### src/rtl/hidden_layer_pkg.sv
// Shared types, constants and arithmetic helpers for the time-multiplexed hidden layer.
package hidden_layer_pkg;

  typedef enum logic [1:0] {IDLE, MAC, FIN, DONE} state_e;

  localparam logic ACT_RELU   = 1'b0;
  localparam logic ACT_LINEAR = 1'b1;
  localparam int   WIDE_W     = 64;

  function automatic int acc_width(input int dw, input int n_in);
    return 2 * dw + $clog2(n_in + 1);
  endfunction

  // Clamp a wide signed value into the dw-bit signed range; ReLU floors negatives at zero first.
  function automatic logic signed [WIDE_W-1:0] sat_dw(input logic signed [WIDE_W-1:0] v,
                                                      input int dw, input logic relu);
    logic signed [WIDE_W-1:0] hi, lo, r;
    hi = (64'sd1 <<< (dw - 1)) - 64'sd1;
    lo = -(64'sd1 <<< (dw - 1));
    r  = v;
    if (relu && (r < 64'sd0)) r = 64'sd0;
    if (r > hi) r = hi;
    else if (r < lo) r = lo;
    return r;
  endfunction

endpackage

### src/rtl/hidden_layer_seq_mac.sv
// Signed multiply-accumulate: full-width product added into a wide accumulator, clear wins over enable.
module hl_mac_unit #(
  parameter int DW    = 10,
  parameter int ACC_W = 24
) (
  input  logic                    clk,
  input  logic                    rst_n,
  input  logic                    clr,
  input  logic                    en,
  input  logic signed [DW-1:0]    a,
  input  logic signed [DW-1:0]    b,
  output logic signed [ACC_W-1:0] acc
);

  logic signed [2*DW-1:0]  prod;
  logic signed [ACC_W-1:0] acc_d, acc_q;

  always_comb begin
    prod  = a * b;
    acc_d = acc_q;
    if (clr)     acc_d = '0;
    else if (en) acc_d = acc_q + {{(ACC_W-2*DW){prod[2*DW-1]}}, prod};
  end

  always_ff @(posedge clk or negedge rst_n) begin
    if (!rst_n) acc_q <= '0;
    else        acc_q <= acc_d;
  end

  assign acc = acc_q;

endmodule

### src/rtl/hidden_layer_seq.sv
// Time-multiplexed fully-connected layer: one MAC walks every (neuron, input) pair, then publishes all results at once.
module hidden_layer_seq
  import hidden_layer_pkg::*;
#(
  parameter int N_IN  = 10,
  parameter int N_OUT = 5,
  parameter int DW    = 10,
  parameter int FRAC  = 4,
  localparam int NW   = N_OUT * (N_IN + 1),
  localparam int AW   = $clog2(NW)
) (
  input  logic                clk,
  input  logic                rst_n,
  input  logic                start,
  input  logic                act_mode,
  input  logic [N_IN*DW-1:0]  in_val,
  input  logic                we,
  input  logic [AW-1:0]       w_addr,
  input  logic [DW-1:0]       w_data,
  output logic [N_OUT*DW-1:0] out_val,
  output logic                done,
  output logic                busy,
  output state_e              dbg_state
);

  localparam int ACC_W = acc_width(DW, N_IN);
  localparam int JW    = (N_OUT > 1) ? $clog2(N_OUT) : 1;
  localparam int KW    = (N_IN > 1) ? $clog2(N_IN) : 1;

  // Handshake: start is taken only in a cycle where busy=0; busy then stays high through the
  // single-cycle done pulse, and out_val is valid (and stable) from that pulse onward.
  state_e               state_d, state_q;
  logic [JW-1:0]        j_d, j_q;
  logic [KW-1:0]        k_d, k_q;
  logic [N_IN*DW-1:0]   in_d, in_q;
  logic                 relu_d, relu_q;
  logic [N_OUT*DW-1:0]  shadow_d, shadow_q, out_d, out_q;
  logic                 done_d, done_q, busy_d, busy_q;
  logic [DW-1:0]        w_d [NW];
  logic [DW-1:0]        w_q [NW];
  logic                 pend_d, pend_q;
  logic [AW-1:0]        pend_addr_d, pend_addr_q;
  logic [DW-1:0]        pend_data_d, pend_data_q;

  logic                     mac_clr, mac_en;
  logic signed [DW-1:0]     mac_a, mac_b;
  logic signed [ACC_W-1:0]  acc;
  logic [AW-1:0]            rd_addr, bias_addr;
  logic signed [WIDE_W-1:0] acc_ext, bias_ext, fin_sum;

  hl_mac_unit #(.DW(DW), .ACC_W(ACC_W)) u_mac (
    .clk(clk), .rst_n(rst_n), .clr(mac_clr), .en(mac_en),
    .a(mac_a), .b(mac_b), .acc(acc)
  );

  always_comb begin
    state_d     = state_q;
    j_d         = j_q;
    k_d         = k_q;
    in_d        = in_q;
    relu_d      = relu_q;
    shadow_d    = shadow_q;
    out_d       = out_q;
    done_d      = 1'b0;
    busy_d      = busy_q;
    w_d         = w_q;
    pend_d      = pend_q;
    pend_addr_d = pend_addr_q;
    pend_data_d = pend_data_q;
    mac_clr     = 1'b0;
    mac_en      = 1'b0;

    rd_addr   = AW'(int'(j_q) * (N_IN + 1) + int'(k_q));
    bias_addr = AW'(int'(j_q) * (N_IN + 1) + N_IN);
    mac_a     = in_q[int'(k_q)*DW +: DW];
    mac_b     = w_q[rd_addr];
    acc_ext   = {{(WIDE_W-ACC_W){acc[ACC_W-1]}}, acc};
    bias_ext  = {{(WIDE_W-DW){w_q[bias_addr][DW-1]}}, w_q[bias_addr]};
    fin_sum   = acc_ext + (bias_ext <<< FRAC);

    if (done_q) busy_d = 1'b0;

    unique case (state_q)
      IDLE: begin
        if (start && !busy_q) begin
          in_d    = in_val;
          relu_d  = (act_mode == ACT_RELU);
          j_d     = '0;
          k_d     = '0;
          mac_clr = 1'b1;
          busy_d  = 1'b1;
          state_d = MAC;
        end
      end
      MAC: begin
        mac_en = 1'b1;
        if (int'(k_q) == N_IN - 1) state_d = FIN;
        else                       k_d = k_q + 1'b1;
      end
      FIN: begin
        shadow_d[int'(j_q)*DW +: DW] = DW'(sat_dw(fin_sum >>> FRAC, DW, relu_q));
        mac_clr = 1'b1;
        k_d     = '0;
        if (int'(j_q) == N_OUT - 1) begin
          state_d = DONE;
        end else begin
          j_d     = j_q + 1'b1;
          state_d = MAC;
        end
      end
      DONE: begin
        out_d   = shadow_q;
        done_d  = 1'b1;
        state_d = IDLE;
        // A write that arrived with start is held back so the pass saw the old weight.
        if (pend_q) begin
          w_d[pend_addr_q] = pend_data_q;
          pend_d           = 1'b0;
        end
      end
      default: state_d = IDLE;
    endcase

    if (we && !busy_q && (int'(w_addr) < NW)) begin
      if (start) begin
        pend_d      = 1'b1;
        pend_addr_d = w_addr;
        pend_data_d = w_data;
      end else begin
        w_d[w_addr] = w_data;
      end
    end
  end

  always_ff @(posedge clk or negedge rst_n) begin
    if (!rst_n) begin
      state_q     <= IDLE;
      j_q         <= '0;
      k_q         <= '0;
      in_q        <= '0;
      relu_q      <= 1'b0;
      shadow_q    <= '0;
      out_q       <= '0;
      done_q      <= 1'b0;
      busy_q      <= 1'b0;
      pend_q      <= 1'b0;
      pend_addr_q <= '0;
      pend_data_q <= '0;
      for (int i = 0; i < NW; i++) w_q[i] <= '0;
    end else begin
      state_q     <= state_d;
      j_q         <= j_d;
      k_q         <= k_d;
      in_q        <= in_d;
      relu_q      <= relu_d;
      shadow_q    <= shadow_d;
      out_q       <= out_d;
      done_q      <= done_d;
      busy_q      <= busy_d;
      pend_q      <= pend_d;
      pend_addr_q <= pend_addr_d;
      pend_data_q <= pend_data_d;
      for (int i = 0; i < NW; i++) w_q[i] <= w_d[i];
    end
  end

  assign out_val   = out_q;
  assign done      = done_q;
  assign busy      = busy_q;
  assign dbg_state = state_q;

endmodule

### config.mk
export PLATFORM = sky130hd
export DESIGN_NAME = hidden_layer_seq
export DESIGN_NICKNAME = d
export VERILOG_FILES = /design/src/rtl/hidden_layer_pkg.sv /design/src/rtl/hidden_layer_seq_mac.sv /design/src/rtl/hidden_layer_seq.sv
export SDC_FILE = /design/constraint.sdc
export NUM_CORES = 2
export LEC_CHECK = 0
export ABC_CLOCK_PERIOD_IN_PS = 13250
export CORE_AREA = 5 5 342 344
export CTS_BUF_LIST = sky130_fd_sc_hd__clkbuf_4 sky130_fd_sc_hd__clkbuf_8
export DETAILED_ROUTE_END_ITERATION = 8
export DIE_AREA = 0 0 347 349
export SLEW_MARGIN = 20
export SYNTH_ARGS = -nofsm -noshare
export SYNTH_HDL_FRONTEND = slang
export SYNTH_HIERARCHICAL = 1
export SYNTH_SLANG_ARGS = --single-unit
### constraint.sdc
create_clock -name clk -period 13.25 [get_ports clk]
set_input_delay 2.65 -clock clk [delete_from_list [all_inputs] [get_ports clk]]
set_output_delay 2.65 -clock clk [all_outputs]
set_load 0.03 [all_outputs]
==> out/metrics.csv <==
stage,metric,value,unit
run_status,status,finished clean,
layout,syn_to_final_growth,11.4,%
routing,post_drt_wl_per_cell,26.4,um
logic_synthesis,synth_cell_types,98,
logic_synthesis,synth_flop_cell,dfrtp_1,
timing,timing.fmax,86.7,MHz
setup_path,critPathLaunch,j_q[0]$_DFFE_PN0P_,
clock_network,htree_levels,4,
logic_synthesis,synthMuxAreaShare,0.305,
floorplan,initial_utilization,0.465,
floorplan,die_x,347,um
layout,final_cell_mix,"dfrtp_1, mux2i_1, nand2_1, nor2_1, a21oi_1",
routing,num_vias,40200,
setup_path,critical_path_arrival,12.27,ns
grt,grt.overflow.total,0,
timing,finClkSkew,0.0379,ns
routing,dr.first_iter.drc_count,4324,
setup_path,rr_worst_depth,34,
logic_synthesis,synth_adder_area_share,0.0627,
timing,setup_violations,0,
floorplan,die_area,121000,um2
layout,area.sequential,20100,um2
timing,post-route-period-util,0.870,
routing,postRouteAntennaNets,0,
clock_network,root_buffer,clkbuf_8,
setup_path,reg2reg_to,u_mac/acc[23]$_DFFE_PN0P_,
logic_synthesis,synth-xor-area-share,0.0107,
setup_path,critPathCaptureType,register,
logic_synthesis,yosys.area_share.simple,0.0978,
grt,grt_pass1_vias,40100,
logic_synthesis,synth_edf_count,0,
setup_path,required,13.99,ns
setup_path,r2r-start,j_q[0]$_DFFE_PN0P_,
setup_path,cp-start-kind,register,
floorplan,rows,124,
timing,worst_slew_pin_slew,1.22,ns
setup_path,max_stage_delay,1.20,ns
routing,first_pass_iters,6,
layout,fin_nets,5270,
grt,antenna_found_initial,5,
clock_network,clkTransAtPathRegs,0.07,ns
setup_path,path_max_fanout,40,
setup_path,crit_path_top_delay_cell,fa_4,
layout,multiInputGateArea,30800,um2
clock_network,cts_tree,built,
logic_synthesis,ys_seq_area_frac,0.380,
routing,wl,173,mm
clock_network,ctsHoldBuffers,0,
timing,min_period,11.53,ns
logic_synthesis,netlist_instances,4949,
grt,grt_pass1_wl,262,mm
setup_path,path_class,reg -> reg,
clock_network,post_cts_resize_count,0,
timing,rsz0062_at_grt,false,
floorplan,core,114000,um2
logic_synthesis,synth.avg_cell_area,10.7,um2
logic_synthesis,async_flop_share,1.00,
logic_synthesis,yosysWarnings,6,
min_path,hp-class,reg -> reg,
clock_network,insertion_delay,0.85,ns
floorplan,die_h,349,um
place,dp_hpwl,113,mm
place,place.gp.congestion,0.925,
routing,viasPerCell,6.13,
setup_path,cp-endpoint,u_mac/acc[23]$_DFFE_PN0P_,
clock_network,clockBufferDepth,3,
logic_synthesis,syn-num-nets,5278,
setup_path,reg2reg_slack,1.72,ns
place,numPortBuffers,174,
clock_network,cts.sinks,803,
clock_network,postCtsSetupRepairBufs,0,
floorplan,pin_count,175,
routing,drc,0,
timing,max-slew-margin-rel,0.184,
setup_path,path_common_cell,fa_1,
clock_network,numCtsBuffers,148,
grt,grt_max_degree,156,
grt,track_usage,0.282,
timing,slew_viol_final,0,
logic_synthesis,synth_compound_area_frac,0.101,
logic_synthesis,syn_area,52900,um2
timing,hold_violations,0,
layout,layout_commonest_cell,dfrtp_1,
job,maxCapViolCount,0,
logic_synthesis,synth_top_family_by_area,multiplexers,
logic_synthesis,synth-seq-cells,803,
timing,setup_tns,0,ns
layout,fillers,10200,
layout,drive_above_1_share,0.196,
==> registers in the layout, indices dropped and copies added (netlist names) <==
name and flops:
busy 1, dbg_state 2, pend_q 1, done 1, pend_data_q 10, relu_q 1
j_q 3, w_q 550, shadow_q 50, u_mac/acc 24, k_q 4, in_q 100
pend_addr_q 6, out_val 50
==> stage by stage <==
step	setup WS [ns]	util	hold WS [ns]	instances	cell area [um2]
4_1_cts	1.71	0.518	0.483	6554	58900
3_5_place_dp	1.75	0.492	0.470	6303	55800
3_3_place_gp	1.98	0.492	0.462	6303	55800
6_report	1.72	0.518	0.476	6561	58900
2_1_floorplan	3.34	-	0.435	4949	52900
5_1_grt	1.10	0.518	0.514	6559	58900
==> cells by family after synthesis <==
group | Yosys count
buf+inv | 584
mux | 1160
simple gates | 1198
compound gates | 932
fa+ha+maj | 208
flops | 803
xor+xnor | 64
==> critical path: cells and delay by family (launching register included) <==
family	cells	cell delay [ns]
adder cells (fa/ha/maj)	9	4.67
multiplexers	2	0.98
XOR/XNOR	2	0.63
AO/OA/AOI/OAI	9	1.80
buffers and inverters	6	1.52
AND/OR/NAND/NOR	6	1.14
flip-flops	1	0.57
==> cell type report <==
cell class                 count  area share
clock inverter                28     0.00404
sequential                   803       0.342
tap                         1512      0.0321
timing repair buffer         262      0.0417
antenna                        7    0.000297
clock buffer                 223      0.0473
inverter                     164      0.0105
multi-input combinational   3562       0.522
==> synth_stat cells (9+ instances only) <==
cell / n / share of area
nor3b_1: 9 / 0.0013
dfrtp_1: 803 / 0.38
nor2_1: 466 / 0.033
nor2b_1: 15 / 0.0018
o22ai_1: 21 / 0.0025
nand2b_1: 20 / 0.0024
a21o_1: 19 / 0.0027
a21oi_1: 365 / 0.035
clkbuf_1: 372 / 0.026
mux2i_1: 624 / 0.12
o21a_1: 10 / 0.0014
o21ai_1: 15 / 0.0014
mux2_2: 191 / 0.041
o21ai_0: 339 / 0.032
and3_1: 14 / 0.0017
and2_1: 46 / 0.0054
mux4_2: 341 / 0.15
ha_1: 113 / 0.027
nand3b_1: 11 / 0.0016
fa_1: 95 / 0.036
xnor2_1: 42 / 0.0070
o211ai_1: 34 / 0.0048
xor2_1: 21 / 0.0035
nand3_1: 40 / 0.0038
inv_1: 162 / 0.012
a211oi_1: 17 / 0.0024
or3_1: 17 / 0.0020
nand2_1: 472 / 0.034
buf_2: 15 / 0.0014
nor3_1: 36 / 0.0034
buf_1: 29 / 0.0021
a31oi_1: 18 / 0.0021
==> worst min-delay path by stage <==
stage                                   startpoint                        to  slack, ns  cells past startpoint
final                     shadow_q[30]$_DFFE_PN0P_  shadow_q[30]$_DFFE_PN0P_       0.48                      2
after global routing          in_q[62]$_DFFE_PN0P_      in_q[62]$_DFFE_PN0P_       0.51                      1
after CTS                 shadow_q[30]$_DFFE_PN0P_  shadow_q[30]$_DFFE_PN0P_       0.48                      2
after detailed placement  shadow_q[30]$_DFFE_PN0P_  shadow_q[30]$_DFFE_PN0P_       0.47                      2
after global placement    shadow_q[30]$_DFFE_PN0P_  shadow_q[30]$_DFFE_PN0P_       0.46                      2
after floorplan           shadow_q[29]$_DFFE_PN0P_  shadow_q[29]$_DFFE_PN0P_       0.43                      2
==> metal layers <==
| metal | global-route usage | up-vias | wire, um |
|---|---|---|---|
| met5 | 0 | - | 0 |
| met4 | 0.124 | 0 | 8290 |
| met3 | 0.0586 | 402 | 13700 |
| met2 | 0.453 | 1798 | 81600 |
| met1 | 0.374 | 20200 | 69900 |
| li1 | - | 17800 | - |
Power is left out: the tool's default activity adds up to more than one toggle a clock period on the data nets, which glitch-free logic cannot reach.
